### config.mk
export PLATFORM = sky130hd
export DESIGN_NAME = mmss_updown_timer
export DESIGN_NICKNAME = d
export VERILOG_FILES = /design/src/rtl/mmss_updown_timer.sv
export SDC_FILE = /design/constraint.sdc
export NUM_CORES = 1
export LEC_CHECK = 0
export ABC_AREA = 1
export CAP_MARGIN = 10
export CORE_MARGIN = 1.5
export CORE_UTILIZATION = 45
export CTS_CLUSTER_SIZE = 20
export DETAILED_ROUTE_END_ITERATION = 7
export MAX_ROUTING_LAYER = met4
export PLACE_DENSITY = 0.68
export SYNTH_ARGS = -nofsm -noshare
export SYNTH_HDL_FRONTEND = slang
export SYNTH_SLANG_ARGS = --single-unit
### constraint.sdc
create_clock -name clk -period 2.6 [get_ports clk]
set_clock_uncertainty 0.15 [all_clocks]
set_input_delay 0.39 -clock clk [delete_from_list [all_inputs] [get_ports clk]]
set_output_delay 0.39 -clock clk [all_outputs]
set_load 0.05 [all_outputs]
### src/rtl/mmss_updown_timer.sv
// mmss_updown_timer
// MM:SS stopwatch / countdown timer with four BCD digits, running in a
// single clock domain. A prescaler produces one count step every TICK_DIV
// cycles while running. The timer supports start/stop, clear, and preload
// commands, and signals up-count wrap and down-count expiry.
//
// Parameters:
//   TICK_DIV      clk cycles per count step (>= 2)
//   MAX_MIN_TENS  upper limit of the minutes-tens digit (0..9)
// Ports:
//   clk       system clock, rising edge
//   rst_n     synchronous reset, active-low
//   start     pulse: begin/resume counting (ignored for a zero countdown)
//   stop      pulse: pause counting, prescaler keeps its partial count
//   clear     pulse: zero the count and prescaler, go idle
//   load      pulse: preload count from load_bcd if all digits are valid
//   load_bcd  preload value {min tens, min ones, sec tens, sec ones}
//   mode      0 = count up, 1 = count down (sampled at each step)
//   bcd       current count {min tens, min ones, sec tens, sec ones}
//   running   high while counting
//   tick      one-cycle pulse on every count step
//   wrap      one-cycle pulse when the up-count rolls max -> 00:00
//   done      one-cycle pulse when the down-count reaches 00:00
//   expired   high after the countdown has finished, until clear/load
module mmss_updown_timer #(
    parameter int unsigned TICK_DIV     = 100000000,
    parameter int unsigned MAX_MIN_TENS = 5
) (
    input  logic        clk,
    input  logic        rst_n,
    input  logic        start,
    input  logic        stop,
    input  logic        clear,
    input  logic        load,
    input  logic [15:0] load_bcd,
    input  logic        mode,
    output logic [15:0] bcd,
    output logic        running,
    output logic        tick,
    output logic        wrap,
    output logic        done,
    output logic        expired
);

    localparam int unsigned PW       = $clog2(TICK_DIV);
    localparam logic [PW-1:0] PRE_LAST = PW'(TICK_DIV - 1);
    localparam logic [3:0]    MT       = 4'(MAX_MIN_TENS);

    typedef enum logic [1:0] {
        IDLE,
        RUN,
        EXPIRED
    } state_t;

    state_t        state, stateNext;
    logic [PW-1:0] prescaler, prescalerNext;
    logic [15:0]   bcdNext;
    logic          tickNext, wrapNext, doneNext;

    logic [15:0]   upBcd, downBcd;
    logic          upWrap, downZero;
    logic          validLoad, isZero, stepNow;

    assign validLoad = load &&
                       (load_bcd[3:0]   <= 4'd9) &&
                       (load_bcd[7:4]   <= 4'd5) &&
                       (load_bcd[11:8]  <= 4'd9) &&
                       (load_bcd[15:12] <= MT);
    assign isZero    = (bcd == '0);

    // A step is only taken when no command of higher priority is present.
    assign stepNow   = (state == RUN) && (prescaler == PRE_LAST) &&
                       !clear && !validLoad && !stop && !start;

    // BCD increment with carry chain; wrap flags the max -> 00:00 rollover.
    always_comb begin
        upBcd  = bcd;
        upWrap = 1'b0;
        if (bcd[3:0] != 4'd9) begin
            upBcd[3:0] = bcd[3:0] + 4'd1;
        end else begin
            upBcd[3:0] = '0;
            if (bcd[7:4] != 4'd5) begin
                upBcd[7:4] = bcd[7:4] + 4'd1;
            end else begin
                upBcd[7:4] = '0;
                if (bcd[11:8] != 4'd9) begin
                    upBcd[11:8] = bcd[11:8] + 4'd1;
                end else begin
                    upBcd[11:8] = '0;
                    if (bcd[15:12] != MT) begin
                        upBcd[15:12] = bcd[15:12] + 4'd1;
                    end else begin
                        upBcd[15:12] = '0;
                        upWrap       = 1'b1;
                    end
                end
            end
        end
    end

    // BCD decrement with borrow chain. Decrementing 00:00 (mode flipped
    // while running at zero) rolls to the maximum count.
    always_comb begin
        downBcd = bcd;
        if (bcd[3:0] != 4'd0) begin
            downBcd[3:0] = bcd[3:0] - 4'd1;
        end else begin
            downBcd[3:0] = 4'd9;
            if (bcd[7:4] != 4'd0) begin
                downBcd[7:4] = bcd[7:4] - 4'd1;
            end else begin
                downBcd[7:4] = 4'd5;
                if (bcd[11:8] != 4'd0) begin
                    downBcd[11:8] = bcd[11:8] - 4'd1;
                end else begin
                    downBcd[11:8] = 4'd9;
                    if (bcd[15:12] != 4'd0) begin
                        downBcd[15:12] = bcd[15:12] - 4'd1;
                    end else begin
                        downBcd[15:12] = MT;
                    end
                end
            end
        end
    end

    assign downZero = (downBcd == '0);

    // State register
    always_ff @(posedge clk) begin
        if (!rst_n) begin
            state <= IDLE;
        end else begin
            state <= stateNext;
        end
    end

    // Next-state logic, highest-priority command first
    always_comb begin
        stateNext = state;
        if (clear || validLoad) begin
            stateNext = IDLE;
        end else if (stop) begin
            if (state == RUN) begin
                stateNext = IDLE;
            end
        end else if (start) begin
            if ((state == IDLE) && !(mode && isZero)) begin
                stateNext = RUN;
            end
        end else if (stepNow && mode && downZero) begin
            stateNext = EXPIRED;
        end
    end

    // State-decoded outputs
    always_comb begin
        running = (state == RUN);
        expired = (state == EXPIRED);
    end

    // Count and prescaler datapath. stop/start hold the prescaler, so a
    // resumed run finishes the interrupted step period exactly.
    always_comb begin
        prescalerNext = prescaler;
        bcdNext       = bcd;
        tickNext      = 1'b0;
        wrapNext      = 1'b0;
        doneNext      = 1'b0;
        if (clear) begin
            prescalerNext = '0;
            bcdNext       = '0;
        end else if (validLoad) begin
            prescalerNext = '0;
            bcdNext       = load_bcd;
        end else if (stop || start) begin
            prescalerNext = prescaler;
        end else if (stepNow) begin
            prescalerNext = '0;
            tickNext      = 1'b1;
            if (mode) begin
                bcdNext  = downBcd;
                doneNext = downZero;
            end else begin
                bcdNext  = upBcd;
                wrapNext = upWrap;
            end
        end else if (state == RUN) begin
            prescalerNext = prescaler + PW'(1);
        end
    end

    always_ff @(posedge clk) begin
        if (!rst_n) begin
            prescaler <= '0;
            bcd       <= '0;
            tick      <= 1'b0;
            wrap      <= 1'b0;
            done      <= 1'b0;
        end else begin
            prescaler <= prescalerNext;
            bcd       <= bcdNext;
            tick      <= tickNext;
            wrap      <= wrapNext;
            done      <= doneNext;
        end
    end

endmodule

# Word-level counts from Yosys, hierarchy flattened
# Index checks and enable logic that the tools add are counted.
totals:
  regBits: 48
  word_cells: 108
op_classes:
  n_addsub: 9
  magnitude_cmp: 4
  eq_ne: 13
  mux: 27
  n_bitwise: 4
  reduce_logical: 42
op_table:
  columns: ["cell", "n"]
  rows:
  - ["16-bit two-way mux", 4]
  - ["27-bit two-way mux", 2]
  - ["4-bit two-way mux", 10]
  - ["16-bit zero test", 2]
  - ["27-bit by 1-bit adder with 27-bit output (second input constant)", 1]
  - ["27-bit == test (second input constant)", 1]
  - ["12-bit two-way mux", 2]
  - ["4-bit by 1-bit adder with 4-bit output (second input constant)", 4]
  - ["8-bit two-way mux", 2]
  - ["4-bit nonzero test", 4]
  - ["4-bit by 1-bit subtractor with 4-bit output (second input constant)", 4]
  - ["1-bit logical AND", 13]
  - ["2-bit two-way mux", 5]
  - ["3-bit inequality test (second input constant)", 3]
  - ["9-bit OR reduction", 1]
  - ["4-bit by 3-bit less-or-equal comparator with 1-bit output (second input constant)", 2]
  - ["4-bit less-or-equal comparator (second input constant)", 2]
  - ["4-bit by 3-bit inequality test with 1-bit output (second input constant)", 2]
  - ["4-bit inequality test (second input constant)", 2]
  - ["3-bit AND reduction", 2]
  - ["6-bit OR reduction", 1]
  - ["1-bit zero test", 5]
  - ["5-bit AND reduction", 1]
  - ["1-bit inverter", 4]
  - ["other kinds (15)", 20]

# Depth between registers and ports, before layout
logic_depth:
  ltp_word: 14
  ltp_mapped: 15
  ltp_nobuf: 14

# Least setup slack after synthesis
# No wires, ideal clock.
synth_path:
  path_type: "register to register"
  startpoint: "register bcd[11]"
  endpoint: "register bcd[15]"
  setup_time_ps: 126
  t_arrival_ps: 1790
  required_time_ps: 2324
  slack_ps: 534
  path_stages_with_launch: 8
  period_less_slack_ps: 2066
  cell_sequence: "dfxtp_1 -> inv_1 -> nor2_1 -> nand3_1 -> o311ai_1 -> nand2_4 -> a21oi_1 -> a211oi_2"
synth_between:
  elab_chain_len: 8
  word_cells_on_any_way: 11
  classes_between: "eq/ne (2); mux (7); reduce/logical (2)"
synth_rtl:
  columns: ["item", "line_no", "source"]
  rows:
  - ["start: declaration", "37", "output logic [15:0] bcd,"]
  - ["start signal: assignment", "203", "bcd <= bcdNext;"]
  - ["4-bit nonzero test", "114", "if (bcd[11:8] != 4'd0) begin"]
  - ["4-bit two-way mux", "114", null]
  - ["8-bit two-way mux", "110", "if (bcd[7:4] != 4'd0) begin"]
  - ["12-bit two-way mux", "106", "if (bcd[3:0] != 4'd0) begin"]
  - ["16-bit two-way mux", "182", "if (mode) begin"]
  - ["16-bit two-way mux", "179", "end else if (stepNow) begin"]
  - ["16-bit two-way mux", "177", "end else if (stop || start) begin"]
  - ["16-bit two-way mux", "174", "end else if (validLoad) begin"]
# Several ways; a longest one is shown, not always the timed one. The select of a mux whose other input is x is not followed.
# A chain may end at the register's enable or synchronous reset.

# Worst setup path after layout
layout_path:
  startpoint: "register bcd[4]"
  endpoint: "output port bcd[4]"
# No word-level cell between the ends.

==> metrics.txt <==
status=complete, no violations; H-tree depth=2; ys async rst share=0%; CP bufs+invs=1; RSZ-0062 raised after global routing=false; Seq/Total Area, Yosys=31.1%; first-pass GRT wire length=13,800 µm; starting density of the core=46.1%; CP top delay family=buffers and inverters; # IOs=44; Crit path largest cell delay=870 ps; Skew-Pair Late Insertion Delay=300 ps; CTS Buffer Depth=2; Root Buffer=clkbuf_8; Max Cap Viol=0; # port buffers=43; largest net degree at the start of global routing=22; Rel. slew slack=66.2%; most common cell after layout, fill and taps aside=nand2_1; Reg2Reg Depth=12; Pwr Density=358 nW/µm²; Design Power=1.34 mW; Slew @ Worst Pin=506 ps; Global Route Usage Sum=23.8%; drt wl/cell=13.3 µm; Critical Path End Type=output port; synthesis-stage register bit count=48; DR iter-0 viols=242; final period utilization=86.5%; nets=548; Avg Inst Size Synth=6.51 µm²; setup TNS=0 ps; via count=3,220; CTS sink cnt=48; total CTS buffers=5; initial antenna violation count=0; FP Rows=30; layout cells sized above 1=11.5%; final hold vios=0; DIE WIDTH=85.9 µm; commonest non-fill, non-tap cells in the layout=nand2_1 (100), nor2_1 (62), inv_1 (51), dfxtp_1 (48), clkdlybuf4s50_1 (43); HPWL Detailed=6110 µm; hold depth=2; Die H=85.9 µm; Final ANT Viol Nets=0; Netlist cell types=44; Core ar.=6720 µm²; HP Class=flop to flop; CTS-repair resized insts=0; 1st-pass router iterations=5; Synth Cell Area=3090 µm²; total gr overflow=0; leakage=1.38 nW; Slew Viols, Final=0; peak supply drop=171 µV; Startpoint Class=flop; Die Area=7380 µm²; CTS tree=built; Levels on crit path=1; ANT cells=0; CP Cell Sequence=clkdlybuf4s50_1; Crit Path Category=flop to output port; Synth warnings=0; CTS clk-pin slew, worst paths=100 ps; EDFF count, synth=0; # hold bufs at CTS=0; DRC=0; vias in the first global route=2,931; Vias/cell=5.33; fmax=445 MHz; Layout Area Growth over Synthesis=21.3%; CP Max Fanout=10; CP required=2060 ps; syn nets=499; Synth Instances=475; Main synth FF type=dfxtp_1; fill count=665; final WL=8040 µm; minimum clock period=2250 ps; GP Congestion=0.934; Final setup violation count=0; Worst path slowest cell=clkdlybuf4s50_1; Setup Buffers After CTS=0; Worst Path Arrival=1710 ps
[routing by layer]
layer | vias up | routed length, µm | track usage [%] | share of wire, %
met5 | - | 0 | - | 0
met4 | 0 | 132 | 5.57 | 1.6
met3 | 13 | 390 | 2.69 | 4.9
met2 | 94 | 3320 | 34.0 | 41
met1 | 1459 | 4200 | 35.6 | 52
li1 | 1654 | - | - | -
[worst paths after layout]
kind / to / slack, ps / start
worst min-delay path: prescaler[5] / 340 / prescaler[5]
worst max register to register: state[0] / 510 / bcd[0]
worst max-delay path: bcd[4] / 350 / bcd[4]
worst min register to register: prescaler[5] / 340 / prescaler[5]
[cell usage after synthesis (7+ instances only)]
cell type	instances	area, µm²
nand3_1	30	150
nand2_1	100	375
nor3_1	17	85.1
xor2_1	10	87.6
nand2_2	8	50.1
o21ai_0	22	110
nor2_2	8	50.1
o21ai_1	8	40.0
nor2_1	62	233
a21oi_1	34	170
inv_1	51	191
inv_2	7	26.3
dfxtp_1	48	961
[power breakdown]
group	internal (mW)	total (mW)	switching [mW]	leakage, nW
Clock	0.183	0.452	0.269	0.0400
Sequential	0.736	0.740	0.00346	0.387
Combinational	0.0660	0.152	0.0861	0.954
[kinds of logic after synthesis]
logic type	share of synthesized area (%)
DFF	31.1
xor gates and xnor gates	4.53
AOI/OAI and AO/OA	15.9
adders and majority gates	0.404
buffers and inverters	9.06
and+or+nand+nor	39.1
[flip-flops by register name, indices dropped and copies added, names as in the netlist]
| name | flops |
|---|---|
| prescaler | 27 |
| bcd | 16 |
| state | 2 |
| done | 1 |
| tick | 1 |
| wrap | 1 |
[layout make-up]
type / count / area (µm²) / share of cell area (%)
multi-input cells: 356 / 1850 / 49.4
flip-flops and latches: 48 / 961 / 25.6
repair buffers: 53 / 531 / 14.1
inverters: 60 / 226 / 6.04
well taps: 80 / 100 / 2.67
clock buffers: 5 / 68.8 / 1.83
clock inverters: 2 / 12.5 / 0.333
[through the flow]
step	util, %	instances	hold slack, ps	worst slack [ps]	cell area [µm²]
6_report	55.8	604	343	351	3750
3_5_place_dp	54.6	597	335	97.8	3670
5_1_grt	55.8	604	395	236	3750
4_1_cts	55.8	604	348	350	3750
2_1_floorplan	-	475	305	534	3090
3_3_place_gp	54.6	597	327	173	3670
Power figures use the tool's default switching activity.
